<file path="src/rtl/sine_quadrant_lut.sv">
// Collects six 2-bit phase chunks into a 12-bit folded address, applies
// the quadrant fold and sign flag, and looks up a quarter-wave sine ROM.
// Ports: clk, rst_n (async, active-low), en, vld_in, a_in[1:0], is_in
//   -> sample[15:0] (signed), vld_out (strobe), err (sticky).
// Build option: SINE_LUT_INTERP_EN adds a linear-interpolation stage.
module sine_quadrant_lut #(
    parameter int W_OUT = 16
) (
    input  logic             clk,
    input  logic             rst_n,
    input  logic             en,
    input  logic             vld_in,
    input  logic [1:0]       a_in,
    input  logic             is_in,
    output logic [W_OUT-1:0] sample,
    output logic             vld_out,
    output logic             err
);

    typedef enum logic [1:0] {IDLE, COLL, WAIT} state_t;

    state_t           state_q, state_d;
    logic [2:0]       cnt_q, cnt_d;
    logic [11:0]      addr_q, addr_d;
    logic             err_q, err_d;
    logic             v1_q, v1_d;
    logic             neg1_q, neg1_d;
    logic [14:0]      rom0_q, rom0_d;
    logic [W_OUT-1:0] sample_q, sample_d;
    logic             vld_out_q, vld_out_d;

    logic             launch, partial, illegal, neg;
    logic [10:0]      m;
    logic [14:0]      mag_out;
    logic             neg_out, v_out;

`ifdef SINE_LUT_INTERP_EN
    logic [14:0]      rom1_q, rom1_d;
    logic [3:0]       f1_q, f1_d;
    logic             v2_q, v2_d;
    logic             neg2_q, neg2_d;
    logic [14:0]      mag2_q, mag2_d;
    logic [14:0]      diff;
    logic [18:0]      prod;
`else
    logic             unused_f;
    assign unused_f = ^m[3:0];
`endif

    function automatic logic [14:0] rom_f(input logic [6:0] k);
        case (k)
            7'd0:  rom_f = 15'd0;
            7'd1:  rom_f = 15'd804;
            7'd2:  rom_f = 15'd1608;
            7'd3:  rom_f = 15'd2410;
            7'd4:  rom_f = 15'd3212;
            7'd5:  rom_f = 15'd4011;
            7'd6:  rom_f = 15'd4808;
            7'd7:  rom_f = 15'd5602;
            7'd8:  rom_f = 15'd6393;
            7'd9:  rom_f = 15'd7179;
            7'd10: rom_f = 15'd7962;
            7'd11: rom_f = 15'd8739;
            7'd12: rom_f = 15'd9512;
            7'd13: rom_f = 15'd10278;
            7'd14: rom_f = 15'd11039;
            7'd15: rom_f = 15'd11793;
            7'd16: rom_f = 15'd12539;
            7'd17: rom_f = 15'd13279;
            7'd18: rom_f = 15'd14010;
            7'd19: rom_f = 15'd14732;
            7'd20: rom_f = 15'd15446;
            7'd21: rom_f = 15'd16151;
            7'd22: rom_f = 15'd16846;
            7'd23: rom_f = 15'd17530;
            7'd24: rom_f = 15'd18204;
            7'd25: rom_f = 15'd18868;
            7'd26: rom_f = 15'd19519;
            7'd27: rom_f = 15'd20159;
            7'd28: rom_f = 15'd20787;
            7'd29: rom_f = 15'd21403;
            7'd30: rom_f = 15'd22005;
            7'd31: rom_f = 15'd22594;
            7'd32: rom_f = 15'd23170;
            7'd33: rom_f = 15'd23731;
            7'd34: rom_f = 15'd24279;
            7'd35: rom_f = 15'd24811;
            7'd36: rom_f = 15'd25329;
            7'd37: rom_f = 15'd25832;
            7'd38: rom_f = 15'd26319;
            7'd39: rom_f = 15'd26790;
            7'd40: rom_f = 15'd27245;
            7'd41: rom_f = 15'd27683;
            7'd42: rom_f = 15'd28105;
            7'd43: rom_f = 15'd28510;
            7'd44: rom_f = 15'd28898;
            7'd45: rom_f = 15'd29268;
            7'd46: rom_f = 15'd29621;
            7'd47: rom_f = 15'd29956;
            7'd48: rom_f = 15'd30273;
            7'd49: rom_f = 15'd30571;
            7'd50: rom_f = 15'd30852;
            7'd51: rom_f = 15'd31113;
            7'd52: rom_f = 15'd31356;
            7'd53: rom_f = 15'd31580;
            7'd54: rom_f = 15'd31785;
            7'd55: rom_f = 15'd31971;
            7'd56: rom_f = 15'd32137;
            7'd57: rom_f = 15'd32285;
            7'd58: rom_f = 15'd32412;
            7'd59: rom_f = 15'd32521;
            7'd60: rom_f = 15'd32609;
            7'd61: rom_f = 15'd32678;
            7'd62: rom_f = 15'd32728;
            7'd63: rom_f = 15'd32757;
            7'd64: rom_f = 15'd32767;
            default: rom_f = 15'd0;
        endcase
    endfunction

    // Quadrant fold; 01/10 are illegal and fold like 00.
    always_comb begin
        m       = {1'b0, addr_q[9:0]};
        neg     = is_in;
        illegal = 1'b0;
        unique case (addr_q[11:10])
            2'b11: begin
                m   = 11'd1024 - {1'b0, addr_q[9:0]};
                neg = ~is_in;
            end
            2'b01, 2'b10: illegal = 1'b1;
            default: ;
        endcase
    end

    // Frame collector; the vld_in that launches a frame also opens the next.
    always_comb begin
        state_d = state_q;
        cnt_d   = cnt_q;
        addr_d  = addr_q;
        launch  = 1'b0;
        partial = 1'b0;
        if (!en) begin
            state_d = IDLE;
            cnt_d   = '0;
        end else begin
            unique case (state_q)
                IDLE: if (vld_in) begin
                    state_d = COLL;
                    cnt_d   = '0;
                    addr_d  = '0;
                end
                COLL: if (vld_in) begin
                    partial = 1'b1;
                    cnt_d   = '0;
                    addr_d  = '0;
                end else begin
                    addr_d[{cnt_q, 1'b0} +: 2] = a_in;
                    cnt_d = cnt_q + 3'd1;
                    if (cnt_q == 3'd5) state_d = WAIT;
                end
                WAIT: if (vld_in) begin
                    launch  = 1'b1;
                    state_d = COLL;
                    cnt_d   = '0;
                end
                default: begin
                    state_d = IDLE;
                    cnt_d   = '0;
                end
            endcase
        end
    end

    always_comb begin
        v1_d   = launch;
        neg1_d = neg1_q;
        rom0_d = rom0_q;
        err_d  = err_q | partial | (launch & illegal);
        if (launch) begin
            neg1_d = neg;
            rom0_d = rom_f(m[10:4]);
        end
`ifdef SINE_LUT_INTERP_EN
        rom1_d = rom1_q;
        f1_d   = f1_q;
        if (launch) begin
            // k=64 only occurs with f=0, so the k+1 entry is weighted by 0.
            rom1_d = rom_f(m[10:4] + 7'd1);
            f1_d   = m[3:0];
        end
        diff    = rom1_q - rom0_q;
        prod    = {4'b0, diff} * {15'b0, f1_q};
        v2_d    = v1_q & en;
        neg2_d  = v1_q ? neg1_q : neg2_q;
        mag2_d  = v1_q ? rom0_q + prod[18:4] : mag2_q;
        mag_out = mag2_q;
        neg_out = neg2_q;
        v_out   = v2_q;
`else
        mag_out = rom0_q;
        neg_out = neg1_q;
        v_out   = v1_q;
`endif
        vld_out_d = v_out & en;
        sample_d  = sample_q;
        if (v_out & en) begin
            sample_d = neg_out ? W_OUT'(0) - W_OUT'(mag_out)
                               : W_OUT'(mag_out);
        end
    end

    always_ff @(posedge clk or negedge rst_n) begin
        if (!rst_n) begin
            state_q   <= IDLE;
            cnt_q     <= '0;
            addr_q    <= '0;
            err_q     <= 1'b0;
            v1_q      <= 1'b0;
            neg1_q    <= 1'b0;
            rom0_q    <= '0;
            sample_q  <= '0;
            vld_out_q <= 1'b0;
`ifdef SINE_LUT_INTERP_EN
            rom1_q    <= '0;
            f1_q      <= '0;
            v2_q      <= 1'b0;
            neg2_q    <= 1'b0;
            mag2_q    <= '0;
`endif
        end else begin
            state_q   <= state_d;
            cnt_q     <= cnt_d;
            addr_q    <= addr_d;
            err_q     <= err_d;
            v1_q      <= v1_d;
            neg1_q    <= neg1_d;
            rom0_q    <= rom0_d;
            sample_q  <= sample_d;
            vld_out_q <= vld_out_d;
`ifdef SINE_LUT_INTERP_EN
            rom1_q    <= rom1_d;
            f1_q      <= f1_d;
            v2_q      <= v2_d;
            neg2_q    <= neg2_d;
            mag2_q    <= mag2_d;
`endif
        end
    end

    assign sample  = sample_q;
    assign vld_out = vld_out_q;
    assign err     = err_q;

endmodule

</file>
<file path="config.mk">
export PLATFORM = sky130hd
export DESIGN_NAME = sine_quadrant_lut
export DESIGN_NICKNAME = d
export VERILOG_FILES = /design/src/rtl/sine_quadrant_lut.sv
export SDC_FILE = /design/constraint.sdc
export NUM_CORES = 1
export LEC_CHECK = 0
export ABC_CLOCK_PERIOD_IN_PS = 4200
export CAP_MARGIN = 20
export CORE_MARGIN = 4
export CORE_UTILIZATION = 55
export DETAILED_ROUTE_END_ITERATION = 10
export PLACE_DENSITY = 0.74
export SKIP_LAST_GASP = 1
export SLEW_MARGIN = 40
export SYNTH_ARGS = -nofsm -noshare
export SYNTH_HDL_FRONTEND = slang
export SYNTH_SLANG_ARGS = --single-unit
</file>
<file path="constraint.sdc">
create_clock -name clk -period 4.2 [get_ports clk]
set_input_delay 0.63 -clock clk [delete_from_list [all_inputs] [get_ports clk]]
set_output_delay 0.63 -clock clk [all_outputs]
set_load 0.05 [all_outputs]
</file>
==> metrics.cfg, run 1 <==
[run_status]
status=finished clean

[timing]
clock.fmax_mhz=284
fin_ws_ps=679
fin_skew_ps=13.0
rsz0062_at_grt=no
worst_pin_slew_ps=837
finalSetupViolCount=0
hold_viol=0
min_period_over_period_pct=83.8
timing.final.crit_period_ps=3520
fin_setup_tns_ps=0
maxSlewHeadroom_pct=44.2
slew_viol_final=0

[finish]
finalNonFillerCells=696
final_area_mm2=0.00508
n_fill_cell=771
nNetsFinal=617
final_common_cell=nand2_1
drive_gt1_share_pct=9.48
synthToLayoutAreaGrowth_pct=8.66
seqCellArea_mm2=0.00130
final_cell_mix=nand2_1 (69), o21ai_0 (56), dfrtp_1 (51), nor2_1 (44), a21oi_1 (43)
multi_input_area_mm2=0.00311
num_antenna_cells=0

[clocking]
cts_root_buffer=clkbuf_8
clkLatencyLatePin_ps=310
cts_tree=yes
clk_pin_slew_ps=100
ctsHoldBuffers=0
post_cts.repair.setup_buffers=0
cts_resized=0
ctsLongestPathBuffers=2
numCtsBuffers=5
numClockSinks=52
h-tree-depth=2

[yosys]
synth_ff_type=dfrtp_1
ys_ff_latch=52
synth_area_mm2=0.00468
ys_seq_area_share_pct=27.8
synth_edf_count=0
synthCells=588
avgSynthCellArea_um2=7.96
ys_types=81
async_flop_share_pct=100
yosys_warnings=0
synth_nets=615

[floorplan]
die_area_mm2=0.0100
die_x_um=100
rows=33
initial_utilization_pct=56.7
coreArea_mm2=0.00826
io_pins=25
die_y_um=100

[worst_setup_path]
rrSetupSlack_ps=680
arrival_ps=3720
cp.buffers_inverters=1
crit_chain=or4_1 > o21ai_4 > xnor2_4 > ha_1 > clkinv_1 > o31ai_1 > a21oi_1 > o21ai_1 > a221oi_1 > o41ai_1
cp_slowest_cell=ha_1
end_kind=flip-flop
crit_path_max_fanout=15
slowest_delay_ps=650
crit_required_ps=4400
crit_type=flip-flop to flip-flop
crit_family=compound AO/OA/AOI/OAI gates
critPathLaunchType=flip-flop

[detailed_routing]
first_pass_iters=6
vias=4661
viasPerCell=6.70
ant_nets=0
drt_iter0_drc=417
drc=0
drt_wl_total_um=13700
wl_per_cell_um=19.6

[global_routing]
grt_pass1_vias=4419
overflow=0
grt_pass1_wl_um=22700
track_usage_pct=27.8
antenna_found_initial=0
grt_start_max_net_pins=53

[power]
power_density_mw_per_mm2=203
ir_drop_mv=0.194
total_power_mw=1.03
power_leakage_nw=1.99

[place]
io_buffers=24
preCtsSetupSlack_ps=760
postPlaceCellArea_mm2=0.00496
gp_congestion=0.986
dp_hpwl_um=9990
dp_cells=688

[run]
drv_cap=0

[min_path]
hp-class=input pin to async pin

==> Yosys cell counts, drive strengths merged (4+ instances only) <==
library cell	instances	area share [%]
a31oi	6	0.80
nor2b	5	0.67
mux2i	7	1.5
a221oi	5	1.1
o211a	5	1.1
clkbuf	17	1.4
o41ai	6	1.5
xor2	10	1.9
nand2	72	5.9
nand3b	4	0.64
nor3	22	2.9
o21ai	68	7.8
or3	4	0.53
ha	20	5.3
nand2b	7	0.94
a211o	5	0.94
a21oi	44	4.8
dfrtp	52	28
or4	5	0.88
o22ai	9	1.2
o31ai	12	2.2
inv	20	1.6
nor2	47	4.1
o211ai	7	1.1
a211oi	18	3.1
xnor2	14	3.5
nand3	19	2.0
buf	25	3.1
==> worst reg2reg max path, cell delays in order, from the launching register on <==
cell and delay, ps:
dfrtp_1 420, or4_1 600, o21ai_4 220, xnor2_4 200, ha_1 650, clkinv_1 350, o31ai_1 310, a21oi_1 90
o21ai_1 110, a221oi_1 100, o41ai_1 360
==> per-layer routing <==
layer | wire length, um | track usage, % | share of wire [%] | vias to the layer above
met1 | 5830 | 39.1 | 43 | 2216
li1 | - | - | - | 2177
met3 | 1120 | 5.42 | 8.2 | 44
met5 | 0 | 0 | 0 | -
met4 | 419 | 7.05 | 3.1 | 0
met2 | 6290 | 44.1 | 46 | 224
==> final timing paths <==
| kind | endpoint | cells past startpoint | startpoint |
|---|---|---|---|
| max | mag_out[9] | 10 | addr_q[1] |
| min | sample[14] | 2 | rst_n |
| max reg2reg | mag_out[9] | 10 | addr_q[1] |
| min reg2reg | err | 1 | err |
| max in group asynchronous | addr_q[8] | 2 | rst_n |
| min in group clk | err | 1 | err |
==> cell families (layout without fill, tap and decap cells) <==
family	Yosys count	in the layout	share of synthesized area, %
AOI/OAI and AO/OA	218	218	32.0
muxes	8	8	1.74
xor gates and xnor gates	24	24	5.37
adders and majority gates	20	20	5.35
DFF	52	52	27.8
buffers and inverters	64	67	6.36
and+or+nand+nor	202	202	21.4
==> state kept, by name, summed over array words and instances, names as in the netlist, 2 cells and up <==
register,cells
sample,16
mag_out,15
addr_q,12
cnt_q,3
state_q,2
==> final cells by class <==
type                            instances  share of cell area, %
Inverter                               22                   1.72
Timing Repair Buffer                   37                   6.55
Multi-Input combinational cell        472                   61.1
Clock buffer                            6                   1.62
Tap cell                              105                   2.58
Sequential cell                        52                   25.6
Clock inverter                          2                  0.763
==> through the flow <==
| stage | hold slack, ps | util (%) |
|---|---|---|
| 5_1_grt | 475 | 61.6 |
| 4_1_cts | 455 | 61.5 |
| 3_3_place_gp | 458 | 59.7 |
| 3_5_place_dp | 462 | 60.1 |
| 2_1_floorplan | 334 | - |
| 6_report | 434 | 61.6 |
==> report_power, final <==
group	switching (mW)	total (mW)	internal (mW)	leakage, nW
combinational	0.0809	0.128	0.0474	1.22
sequential	0.0199	0.533	0.513	0.708
clock	0.175	0.370	0.195	0.0614
total	0.276	1.03	0.756	1.99
Note: power is estimated with default switching activity, not from simulation.
==> run 2: changes to the inputs <==
- ABC_CLOCK_PERIOD_IN_PS: 4200 -> 3600
- clock period: 4.2 -> 3.6 ns (I/O delays scaled with it)
==> run 2 against run 1 <==
  * Sequential share of layout area decreased by 0.10 points
  * Die area unchanged
  * First-iteration DRC count increased by 9.4%
==> metrics.cfg, run 2 (synthesis gave the netlist of run 1 again) <==
[place]
io_buffers=24  ; unchanged
postPlaceCellArea_mm2=0.00502  ; +1.1%
dp_hpwl_um=10700  ; +7.0%
gp_congestion=0.982  ; -0.45%

[clocking]
ctsHoldBuffers=0  ; unchanged
post_cts.repair.setup_buffers=0  ; unchanged
h-tree-depth=2  ; unchanged
clkLatencyLatePin_ps=310  ; about the same
numCtsBuffers=5  ; unchanged
cts_tree=yes
clk_pin_slew_ps=100  ; about the same
ctsLongestPathBuffers=2  ; unchanged
numClockSinks=52  ; unchanged
cts_resized=0  ; unchanged
cts_root_buffer=clkbuf_8

[floorplan]
io_pins=25  ; unchanged
die_x_um=100  ; unchanged
initial_utilization_pct=56.7  ; unchanged
rows=33  ; unchanged
die_y_um=100  ; unchanged
coreArea_mm2=0.00826  ; unchanged
die_area_mm2=0.0100  ; unchanged

[worst_setup_path]
arrival_ps=3450  ; -270 ps
end_kind=flip-flop
ff2ff_path_depth=10  ; unchanged
worstReg2RegStart=addr_q[1]
critPathLaunchType=flip-flop
crit_required_ps=3770  ; -630 ps
rrSetupSlack_ps=320  ; -360 ps
crit_path_end=mag_out[9]
crit_path_max_fanout=15  ; unchanged
cp-startpoint=addr_q[1]
r2r_end=mag_out[9]
crit_type=flip-flop to flip-flop

[power]
p_clk_share_pct=29.2  ; -6.7 points
power_leakage_nw=2.03  ; +2.0%
intPower_mw=0.786  ; +4.0%
ir_drop_mv=0.219  ; +13%
swShare_pct=27.6  ; +0.83 points
p_sw_mw=0.300  ; +8.5%
p_comb_share_pct=13.5  ; +1.1 points
power_density_mw_per_mm2=213  ; +4.9%
seqPwrFrac_pct=57.3  ; +5.6 points

[timing]
clock.fmax_mhz=305  ; +7.5%
fin_setup_tns_ps=0  ; unchanged
slew_viol_final=0  ; unchanged
rsz0062_at_grt=no
min_period_over_period_pct=91.0  ; +7.2 points
finalSetupViolCount=0  ; unchanged
hold_viol=0  ; unchanged
maxSlewHeadroom_pct=42.6  ; -1.6 points
fin_skew_ps=13.1  ; +0.150 ps
worst_pin_slew_ps=853  ; +16.3 ps
timing.final.crit_period_ps=3280  ; -245 ps

[finish]
final_cell_mix=nand2_1 (69), o21ai_0 (56), dfrtp_1 (52), nor2_1 (44), a21oi_1 (43)
nNetsFinal=628  ; +1.8%
fin_util_pct=61.8  ; +0.18 points
drive_gt1_share_pct=10.6  ; +1.2 points
multi_input_area_mm2=0.00308  ; -0.84%
largest_reg_flops=16  ; unchanged
seqCellArea_mm2=0.00130  ; about the same
synthToLayoutAreaGrowth_pct=8.98
final_common_cell=nand2_1
final_area_mm2=0.00510  ; +0.30%
n_fill_cell=764  ; -0.91%
num_antenna_cells=0  ; unchanged

[detailed_routing]
first_pass_iters=5  ; -1
vias=4642  ; -0.41%
drt_wl_total_um=14200  ; +3.7%
viasPerCell=6.58  ; -1.8%
drt_iter0_drc=456  ; +9.4%
drc=0  ; unchanged
ant_nets=0  ; unchanged
wl_per_cell_um=20.1  ; +2.2%

[run]
drv_cap=0  ; unchanged

[global_routing]
grt_pass1_vias=4510  ; +2.1%
antenna_found_initial=0  ; unchanged
grt_start_max_net_pins=34  ; -36%
track_usage_pct=28.7  ; +0.88 points
grt_pass1_wl_um=23300  ; +2.5%
overflow=0  ; unchanged

[run_status]
status=finished clean

[min_path]
hp-class=input pin to async pin

run 2: cell count changes in the layout (fill, tap and decap cells not counted):
cell / change
buf_4: +11
xnor2_2: +2
xnor2_4: -2
bufinv_16: -1
clkbuf_8: -1
clkinv_2: +1
clkinv_4: -1
clkinvlp_4: +1
dfrtp_1: +1
dfrtp_2: -1
mux2i_1: +1
mux2i_2: -1
run 2: worst min-delay path by stage:
| stage | startpoint | end | slack (ps) | depth (start not counted) |
|---|---|---|---|---|
| floorplan | rst_n | addr_q[0] | 240 | 0 |
| global placement | err | err | 460 | 1 |
| detailed placement | sample[3] | sample[3] | 470 | 2 |
| CTS | rst_n | sample[0] | 210 | 1 |
| global route | rst_n | sample[0] | 220 | 1 |
| finish | rst_n | sample[5] | 200 | 1 |
run 2: critical path, stage by stage (launching register included):
cell	delay (ps)
dfrtp_1	420
or4_1	610
o21ai_4	220
xnor2_4	200
ha_1	380
clkinv_1	250
xnor2_1	220
a21oi_1	170
o21ai_1	100
a221oi_1	440
o41ai_1	140
run 2: layer usage:
metal	routed length [um]	GRT usage (%)
met5	0	0
met4	350	10.5
met3	1200	4.24
met2	6560	46.1
met1	6050	39.4
run 2: power groups by stage:
stage	Combinational, mW	Clock (mW)	Sequential [mW]
global placement	0.144	0	0.632
CTS	0.146	0.331	0.622
floorplan	0.106	0	0.628
finish	0.147	0.317	0.622
detailed placement	0.146	0	0.634
global route	0.162	0.352	0.625
run 2: metrics by stage:
stage / total power [mW] / setup WS [ps] / cells / hold slack, ps
after CTS: 1.10 / 386 / 706 / 211
after global routing: 1.14 / 219 / 706 / 221
after global placement: 0.776 / 424 / 699 / 458
after floorplan: 0.734 / 752 / 588 / 244
final: 1.09 / 324 / 706 / 198
after detailed placement: 0.779 / 418 / 699 / 469
run 2: final cells by class:
class / count / area share, %
clock inverters: 2 / 0.245
well taps: 105 / 2.58
inverters: 22 / 1.72
clock buffers: 5 / 1.35
flip-flops and latches: 52 / 25.5
multi-input cells: 472 / 60.5
repair buffers: 48 / 8.15
